**config.mk**
```make
export PLATFORM = sky130hd
export DESIGN_NAME = step_control_unit_flat
export DESIGN_NICKNAME = d
export VERILOG_FILES = /design/src/rtl/step_control_unit_if.sv /design/src/rtl/step_control_unit.sv /design/src/flat_wrapper.sv
export SDC_FILE = /design/constraint.sdc
export NUM_CORES = 1
export LEC_CHECK = 0
export BUFFER_PORTS_ARGS = -buffer_cell sky130_fd_sc_hd__buf_2
export CORE_UTILIZATION = 56
export DETAILED_ROUTE_END_ITERATION = 7
export HOLD_SLACK_MARGIN = 0.06
export PLACE_DENSITY = 0.92
export SYNTH_ARGS = -nofsm -noshare
export SYNTH_HDL_FRONTEND = slang
export SYNTH_SLANG_ARGS = --single-unit
export TNS_END_PERCENT = 30
```
**constraint.sdc**
```tcl
create_clock -name clk -period 4.1 [get_ports clk]
set_input_delay 0.82 -clock clk [delete_from_list [all_inputs] [get_ports clk]]
set_output_delay 0.82 -clock clk [all_outputs]
set_load 0.02 [all_outputs]
```
**src/rtl/step_control_unit_if.sv**
```systemverilog
// Datapath-facing bundle of the step controller: button, switch mode,
// current instruction in; decoded control lines, state and count out.
interface step_control_unit_if;
   logic        next_btn;
   logic        switch;
   logic [15:0] instruction;
   logic        writePc;
   logic        memToReg;
   logic        jumpEnable;
   logic        aluCtrl;
   logic        writeDst;
   logic        writeFromIns;
   logic        writeMemory;
   logic        writeReg;
   logic        next;
   logic [1:0]  state;
   logic [7:0]  retired;

   modport master (
      output next_btn, switch, instruction,
      input  writePc, memToReg, jumpEnable, aluCtrl, writeDst,
      input  writeFromIns, writeMemory, writeReg, next, state, retired
   );

   modport slave (
      input  next_btn, switch, instruction,
      output writePc, memToReg, jumpEnable, aluCtrl, writeDst,
      output writeFromIns, writeMemory, writeReg, next, state, retired
   );
endinterface

```
**src/rtl/step_control_unit.sv**
```systemverilog
// Single-step sequencer: debounced NEXT press runs one instruction
// through IDLE -> DECODE -> EXEC, with a sticky HALT on opcode 111.
module step_control_unit #(
   parameter int DEBOUNCE_CYCLES = 4,
   parameter int CNT_W           = 20
) (
   input logic                clk,
   input logic                reset,
   step_control_unit_if.slave bus
);
   typedef enum logic [1:0] {
      S_IDLE   = 2'b00,
      S_DECODE = 2'b01,
      S_EXEC   = 2'b10,
      S_HALT   = 2'b11
   } state_t;

   localparam logic [CNT_W-1:0] CNT_MAX = CNT_W'(DEBOUNCE_CYCLES - 1);

   logic             sync1_q, sync2_q, sync_prev_q;
   logic             stable_q, stable_d;
   logic             stable_dly_q;
   logic [CNT_W-1:0] cnt_q, cnt_d;
   state_t           state_q, state_d;
   logic [15:0]      ir_q, ir_d;
   logic [7:0]       retired_q, retired_d;
   logic             step_req;

   // Count only while the synchronised level differs from the accepted
   // level and has not moved since the previous cycle.
   always_comb begin
      cnt_d    = cnt_q;
      stable_d = stable_q;
      if (sync2_q == stable_q || sync2_q != sync_prev_q) begin
         cnt_d = '0;
      end else if (cnt_q == CNT_MAX) begin
         stable_d = sync2_q;
         cnt_d    = '0;
      end else begin
         cnt_d = cnt_q + 1'b1;
      end
   end

   assign step_req = stable_q & ~stable_dly_q;

   always_comb begin
      state_d   = state_q;
      ir_d      = ir_q;
      retired_d = retired_q;
      unique case (state_q)
         S_IDLE: begin
            if (step_req) begin
               ir_d    = bus.instruction;
               state_d = S_DECODE;
            end
         end
         S_DECODE: begin
            state_d = (ir_q[15:13] == 3'b111) ? S_HALT : S_EXEC;
         end
         S_EXEC: begin
            retired_d = retired_q + 8'd1;
            state_d   = S_IDLE;
         end
         S_HALT: begin
            state_d = S_HALT;
         end
      endcase
   end

   always_ff @(posedge clk or posedge reset) begin
      if (reset) begin
         sync1_q      <= 1'b0;
         sync2_q      <= 1'b0;
         sync_prev_q  <= 1'b0;
         stable_q     <= 1'b0;
         stable_dly_q <= 1'b0;
         cnt_q        <= '0;
         state_q      <= S_IDLE;
         ir_q         <= '0;
         retired_q    <= '0;
      end else begin
         sync1_q      <= bus.next_btn;
         sync2_q      <= sync1_q;
         sync_prev_q  <= sync2_q;
         stable_q     <= stable_d;
         stable_dly_q <= stable_q;
         cnt_q        <= cnt_d;
         state_q      <= state_d;
         ir_q         <= ir_d;
         retired_q    <= retired_d;
      end
   end

   logic wr_reg, wr_mem, mem2reg, dst, alu, from_ins, jmp;

   always_comb begin
      wr_reg   = 1'b0;
      wr_mem   = 1'b0;
      mem2reg  = 1'b0;
      dst      = 1'b0;
      alu      = 1'b0;
      from_ins = 1'b0;
      jmp      = 1'b0;
      unique case (ir_q[15:13])
         3'b000: begin wr_reg = 1'b1; mem2reg = 1'b1; dst = 1'b1; end
         3'b001: begin wr_mem = 1'b1; dst = 1'b1; end
         3'b010: begin wr_reg = 1'b1; end
         3'b011: begin wr_reg = 1'b1; alu = 1'b1; end
         3'b100: begin wr_mem = 1'b1; from_ins = 1'b1; dst = 1'b1; end
         3'b101: begin wr_reg = 1'b1; from_ins = 1'b1; dst = 1'b1; end
         3'b110: begin jmp = 1'b1; alu = 1'b1; end
         3'b111: begin end
      endcase
   end

   logic lvl_en, exec;
   assign lvl_en = (state_q == S_DECODE) || (state_q == S_EXEC);
   assign exec   = (state_q == S_EXEC);

   assign bus.memToReg     = lvl_en & mem2reg;
   assign bus.writeDst     = lvl_en & dst;
   assign bus.aluCtrl      = lvl_en & alu;
   assign bus.writeFromIns = lvl_en & from_ins;
   assign bus.jumpEnable   = lvl_en & jmp;
   assign bus.writeReg     = exec & wr_reg;
   assign bus.writeMemory  = exec & wr_mem;
   assign bus.writePc      = exec & ~bus.switch;
   assign bus.next         = exec & ~bus.switch;
   assign bus.state        = state_q;
   assign bus.retired      = retired_q;
endmodule
```
**src/flat_wrapper.sv**
```systemverilog
// flat-port wrapper written by rule: the top's interface ports become plain ports
module step_control_unit_flat 
#(
   parameter int DEBOUNCE_CYCLES = 4,
   parameter int CNT_W           = 20
)
  (clk, reset, bus_next_btn, bus_switch, bus_instruction, bus_writePc, bus_memToReg, bus_jumpEnable, bus_aluCtrl, bus_writeDst, bus_writeFromIns, bus_writeMemory, bus_writeReg, bus_next, bus_state, bus_retired);
  step_control_unit_if bus_i ();
  input logic clk;
  input logic reset;
  input wire logic [$bits(bus_i.next_btn)-1:0] bus_next_btn;
  input wire logic [$bits(bus_i.switch)-1:0] bus_switch;
  input wire logic [$bits(bus_i.instruction)-1:0] bus_instruction;
  output wire logic [$bits(bus_i.writePc)-1:0] bus_writePc;
  output wire logic [$bits(bus_i.memToReg)-1:0] bus_memToReg;
  output wire logic [$bits(bus_i.jumpEnable)-1:0] bus_jumpEnable;
  output wire logic [$bits(bus_i.aluCtrl)-1:0] bus_aluCtrl;
  output wire logic [$bits(bus_i.writeDst)-1:0] bus_writeDst;
  output wire logic [$bits(bus_i.writeFromIns)-1:0] bus_writeFromIns;
  output wire logic [$bits(bus_i.writeMemory)-1:0] bus_writeMemory;
  output wire logic [$bits(bus_i.writeReg)-1:0] bus_writeReg;
  output wire logic [$bits(bus_i.next)-1:0] bus_next;
  output wire logic [$bits(bus_i.state)-1:0] bus_state;
  output wire logic [$bits(bus_i.retired)-1:0] bus_retired;
  assign bus_i.next_btn = bus_next_btn;
  assign bus_i.switch = bus_switch;
  assign bus_i.instruction = bus_instruction;
  assign bus_writePc = bus_i.writePc;
  assign bus_memToReg = bus_i.memToReg;
  assign bus_jumpEnable = bus_i.jumpEnable;
  assign bus_aluCtrl = bus_i.aluCtrl;
  assign bus_writeDst = bus_i.writeDst;
  assign bus_writeFromIns = bus_i.writeFromIns;
  assign bus_writeMemory = bus_i.writeMemory;
  assign bus_writeReg = bus_i.writeReg;
  assign bus_next = bus_i.next;
  assign bus_state = bus_i.state;
  assign bus_retired = bus_i.retired;
  step_control_unit #(.DEBOUNCE_CYCLES(DEBOUNCE_CYCLES), .CNT_W(CNT_W)) u_core (.clk(clk), .reset(reset), .bus(bus_i));
endmodule
```
==> impl_metrics.json, run 1 <==
{
  "status": "finished, final reports clean",
  "leakagePower_nw": 0.960,
  "tns_ns": 0,
  "rows": 21,
  "cts_sinks": 38,
  "path_max_fanout": 5,
  "die_h_um": 61.1,
  "drive_gt1_frac": 0.199,
  "port_buffers": 25,
  "ioPinCount": 39,
  "cp_num_buf_inv": 2,
  "postRouteAntennaNets": 0,
  "grt_use_total": 0.204,
  "design_area_mm2": 0.00216,
  "dieArea_mm2": 0.00373,
  "cts_resized": 0,
  "h-tree-depth": 2,
  "cts_tree": "done",
  "avgSynthCellArea_um2": 10.3,
  "syn_inst": 189,
  "cpLargestDelayFamily": "flip-flops",
  "synth-seq-cells": 38,
  "grt_pass1_wl_um": 5400,
  "setup_viol": 0,
  "clock.fmax_ghz": 0.399,
  "critPathRequiredTime_ns": 3.28,
  "maxCapViolations": 0,
  "finalCritPeriodShare": 0.611,
  "pwr_density_cell_mw_per_mm2": 474,
  "finalMaxSlewViolations": 0,
  "max_slew.worst_pin.slew_ns": 0.490,
  "r2r_slack_ns": 2.25,
  "cts.clk_slew.worst_paths_ns": 0.10,
  "cts_setup_buffers": 0,
  "dp_hpwl_um": 2280,
  "synth.top_cell.area_share": 0.487,
  "drc": 0,
  "start_util": 0.586,
  "dr_total_vias": 1397,
  "slew_headroom": 0.672,
  "cp.arrival_ns": 1.69,
  "clkLatencyLatePin_ns": 0.34,
  "post_drt_wl_per_cell_um": 12.4,
  "grt_pass1_vias": 1262,
  "ys_top_cells_by_area": "dfrtp_1 (49%), xnor2_1 (7.6%), nor2_1 (5.0%), ha_1 (4.5%), xor2_1 (3.1%)",
  "final_cell_mix": "dfrtp_1 (38), nor2_1 (26), buf_2 (25), xnor2_1 (17), nand2_1 (11)",
  "cts_hold_buf": 0,
  "peakVddDrop_mv": 0.239,
  "nets": 242,
  "clock_path_buffers": 2,
  "syn2layout_area_growth_pct": 10.6,
  "dieWidth_um": 61.1,
  "cp-end-kind": "output pin",
  "yosysTopAreaCell": "dfrtp_1",
  "fin_skew_ns": 0.00367,
  "crit_path_start_kind": "register",
  "vias_per_cell": 5.33,
  "grt_max_degree": 39,
  "cts_made_buffers": 5,
  "fillerInstances": 279,
  "grt_setup_unrepaired": "false",
  "yosys_warnings": 0,
  "critPathKind": "reg2out",
  "diodes": 0,
  "syn_nets": 216,
  "cts_root_buf": "clkbuf_4",
  "grt_overflow": 0,
  "gp_congestion": 0.780,
  "wirelength_um": 3250,
  "final_common_cell": "dfrtp_1",
  "hold_viol_final": 0,
  "path_cells": "inv_1, ha_1, nor2b_1, nor3b_1, buf_2",
  "hold_path_class": "reg2reg",
  "min_period_ns": 2.51,
  "syn_area_mm2": 0.00195,
  "dr.pass1.iters": 5,
  "antenna_found_initial": 0,
  "drtIter0Drc": 65,
  "ys_seq_area_frac": 0.487,
  "critPathSlowestCell": "dfrtp_1",
  "yosysUniqueCellTypes": 36,
  "place_area_mm2": 0.00210,
  "core_area_mm2": 0.00334,
  "max_stage_delay_ns": 0.42
}
## Yosys cell counts, drive strengths merged
library cell,instances
nand4bb,1
nand3,9
nand2b,2
ha,7
o22ai,1
nand3b,1
dfrtp,38
nor3b,4
nor4,9
a41o,1
o21ai,7
nand4b,1
nor3,5
nand4,9
nor2,26
clkbuf,2
inv,6
buf,5
and3,3
a21oi,4
mux2,4
nor2b,5
mux2i,1
xor2,7
xnor2,17
nand2,11
and2,2
or4,1
## where the power goes
group | switching [mW] | internal, mW | leakage (nW)
clock network | 0.114 | 0.0831 | 0.0353
logic | 0.196 | 0.143 | 0.431
registers | 0.0652 | 0.424 | 0.495
total | 0.375 | 0.650 | 0.960
## flip-flops by register name (all words and copies together), names as in the netlist
register,count
u_core.cnt_q,20
u_core.sync1_q,1
u_core.sync2_q,1
u_core.stable_q,1
u_core.sync_prev_q,1
u_core.stable_dly_q,1
u_core.bus.state,2
u_core.ir_q,3
u_core.bus.retired,8
## metrics by stage
stage          cells  setup slack, ns  utilization  hold WS [ns]  total power [mW]
2_1_floorplan    189             1.44            -         0.331             0.742
3_3_place_gp     254             2.00        0.630         0.335             0.825
3_5_place_dp     254             1.97        0.630         0.338             0.840
4_1_cts          262             1.57        0.648         0.362              1.04
5_1_grt          262             1.41        0.648         0.367              1.11
6_report         262             1.59        0.648         0.359              1.03
## worst paths after layout
path / startpoint / endpoint / cells after the start
setup / recovery: u_core.bus.state[0] / bus_memToReg / 5
hold / removal: u_core.sync1_q / u_core.sync2_q / 0
setup reg to reg: u_core.cnt_q[3] / u_core.cnt_q[17] / 4
hold reg to reg: u_core.sync1_q / u_core.sync2_q / 0
max in group asynchronous: reset / u_core.cnt_q[11] / 3
min in group asynchronous: reset / u_core.ir_q[15] / 3
## cell families after synthesis
kind of cell | Yosys count | synth area share
and+or+nand+nor | 89 | 0.257
DFF | 38 | 0.487
xor gates and xnor gates | 24 | 0.108
AOI/OAI and AO/OA | 13 | 0.0423
buffers and inverters | 13 | 0.0339
adders and majority gates | 7 | 0.0448
muxes | 5 | 0.0282
## area by class of cell
type | count | area (um2) | share of cell area
sequential | 38 | 951 | 0.440
inverter | 6 | 22.5 | 0.0104
timing repair buffer | 26 | 133 | 0.0614
tap | 46 | 57.6 | 0.0266
clock buffer | 7 | 55.1 | 0.0255
multi-input combinational | 138 | 937 | 0.434
clock inverter | 1 | 5.00 | 0.00232
## per-layer routing
metal,up-vias,GRT usage,wire length [um]
met4,0,0.140,75
met2,31,0.340,1510
met3,9,0.0378,155
met5,-,0,0
li1,705,-,-
met1,652,0.238,1510
Note: power is estimated with default switching activity, not from simulation.
==> inputs of run 2 (changes only) <==
--- a/config.mk
+++ b/config.mk
@@ -6,10 +6,10 @@
 export NUM_CORES = 1
 export LEC_CHECK = 0
 export BUFFER_PORTS_ARGS = -buffer_cell sky130_fd_sc_hd__buf_2
-export CORE_UTILIZATION = 56
+export CORE_UTILIZATION = 54
 export DETAILED_ROUTE_END_ITERATION = 7
 export HOLD_SLACK_MARGIN = 0.06
-export PLACE_DENSITY = 0.92
+export PLACE_DENSITY = 0.9
 export SYNTH_ARGS = -nofsm -noshare
 export SYNTH_HDL_FRONTEND = slang
 export SYNTH_SLANG_ARGS = --single-unit
==> constraint.sdc (replaced) <==
create_clock -name clk -period 2.5 [get_ports clk]
set_input_delay 0.5 -clock clk [delete_from_list [all_inputs] [get_ports clk]]
set_output_delay 0.5 -clock clk [all_outputs]
set_load 0.02 [all_outputs]
==> run 2 against run 1 <==
- sequential share of layout area unchanged
- global-route usage fell by 0.71 points
- cell count stayed put
- design area is the same
- total power up 65%
- sequential cell count unchanged
- hold slack got worse by 0.11 ns
==> impl_metrics.json, run 2 (synthesis results as in run 1) <==
{
  "status": "finished, final reports clean",
  "dp_cells": 254,
  "fin_util": 0.638,
  "cts_setup_buffers": 0,
  "syn2layout_area_growth_pct": 10.6,
  "path_max_fanout": 4,
  "postRouteAntennaNets": 0,
  "tns_ns": 0,
  "start_util": 0.577,
  "dp_hpwl_um": 2370,
  "finalMaxSlewViolations": 0,
  "peakVddDrop_mv": 0.443,
  "setup_viol": 0,
  "finalCritPeriodShare": 0.903,
  "cts_sinks": 38,
  "cp.arrival_ns": 1.76,
  "post_drt_wl_per_cell_um": 12.8,
  "dieArea_mm2": 0.00386,
  "largest-register": "u_core.cnt_q",
  "wirelength_um": 3370,
  "r2r_slack_ns": 0.65,
  "core_area_mm2": 0.00339,
  "cts_tree": "done",
  "die_h_um": 62.2,
  "gp_congestion": 0.856,
  "grt_pass1_wl_um": 5960,
  "crit_path_start_kind": "register",
  "fin_cells": 262,
  "grt_max_degree": 39,
  "fillerInstances": 283,
  "grt_pass1_vias": 1315,
  "cp-end-kind": "output pin",
  "clkLatencyLatePin_ns": 0.34,
  "hold_viol_final": 0,
  "final_cell_mix": "dfrtp_1 (38), nor2_1 (26), buf_2 (25), xnor2_1 (17), nand2_1 (11)",
  "drc": 0,
  "dr_total_vias": 1432,
  "grt_overflow": 0,
  "met1_usage": 0.251,
  "cts_made_buffers": 5,
  "maxCapViolations": 0,
  "cts.clk_slew.worst_paths_ns": 0.11,
  "met3_usage": 0.0478,
  "grt_use_total": 0.196,
  "min_period_ns": 2.26,
  "use_met2": 0.309,
  "nets": 242,
  "critPathRequiredTime_ns": 2.00,
  "grt_setup_unrepaired": "false",
  "largest_reg_flops": 20,
  "diodes": 0,
  "rows": 21,
  "final_common_cell": "dfrtp_1",
  "critPathKind": "reg2out",
  "cts_resized": 0,
  "slew_headroom": 0.662,
  "dieWidth_um": 62.2,
  "drive_gt1_frac": 0.199,
  "hold_path_class": "in2async",
  "ioPinCount": 39,
  "port_buffers": 25,
  "cts_root_buf": "clkbuf_4",
  "vias_per_cell": 5.47,
  "cts_hold_buf": 0,
  "antenna_found_initial": 0,
  "h-tree-depth": 2,
  "dr.pass1.iters": 4,
  "grt_busiest_layer": "met2",
  "drtIter0Drc": 75,
  "fin_skew_ns": 0.00582,
  "clock.fmax_ghz": 0.443,
  "leakagePower_nw": 0.960,
  "max_slew.worst_pin.slew_ns": 0.505,
  "clock_path_buffers": 2,
  "pwr_density_cell_mw_per_mm2": 781
}
==> run 2: power by group <==
part	total, mW	leakage [nW]	switching (mW)	internal [mW]
registers	0.803	0.495	0.108	0.695
logic	0.558	0.431	0.322	0.235
clock network	0.327	0.0353	0.191	0.136
total	1.69	0.960	0.620	1.07
==> run 2: stage by stage <==
step | cell area (um2) | hold slack (ns) | power [mW] | setup slack, ns
2_1_floorplan | 1950 | 0.331 | 1.22 | 0.157
3_3_place_gp | 2100 | 0.337 | 1.35 | 0.712
3_5_place_dp | 2100 | 0.343 | 1.38 | 0.640
4_1_cts | 2160 | 0.247 | 1.70 | 0.246
5_1_grt | 2160 | 0.239 | 1.82 | 0.0650
6_report | 2160 | 0.248 | 1.69 | 0.242
==> run 2: worst paths after layout <==
kind / from / to / cells after the start
worst max-delay path: u_core.bus.state[1] / bus_memToReg / 5
worst min-delay path: reset / u_core.bus.retired[7] / 3
worst max register to register: u_core.cnt_q[3] / u_core.cnt_q[19] / 4
worst min register to register: u_core.sync1_q / u_core.sync2_q / 0
max in group asynchronous: reset / u_core.cnt_q[9] / 3
min in group clk: bus_next_btn / u_core.sync1_q / 1
==> run 2: final cells by class <==
cell class,count,area [um2],share of cell area
multi-input cells,138,937,0.434
inverters,6,22.5,0.0104
clock inverters,1,5.00,0.00232
well taps,46,57.6,0.0266
repair buffers,26,133,0.0614
flip-flops and latches,38,951,0.440
clock buffers,7,55.1,0.0255
==> run 2: critical path, cell delays in order, from the launching register on <==
cell     delay [ns]
dfrtp_1        0.42
inv_1          0.09
ha_1           0.30
nor2b_1        0.21
nor3b_1        0.21
buf_2          0.19
==> run 2: per-layer routing <==
layer	vias to the layer above	wire, um
li1	706	-
met1	688	1580
met2	33	1610
met3	5	128
met4	0	48
met5	-	0
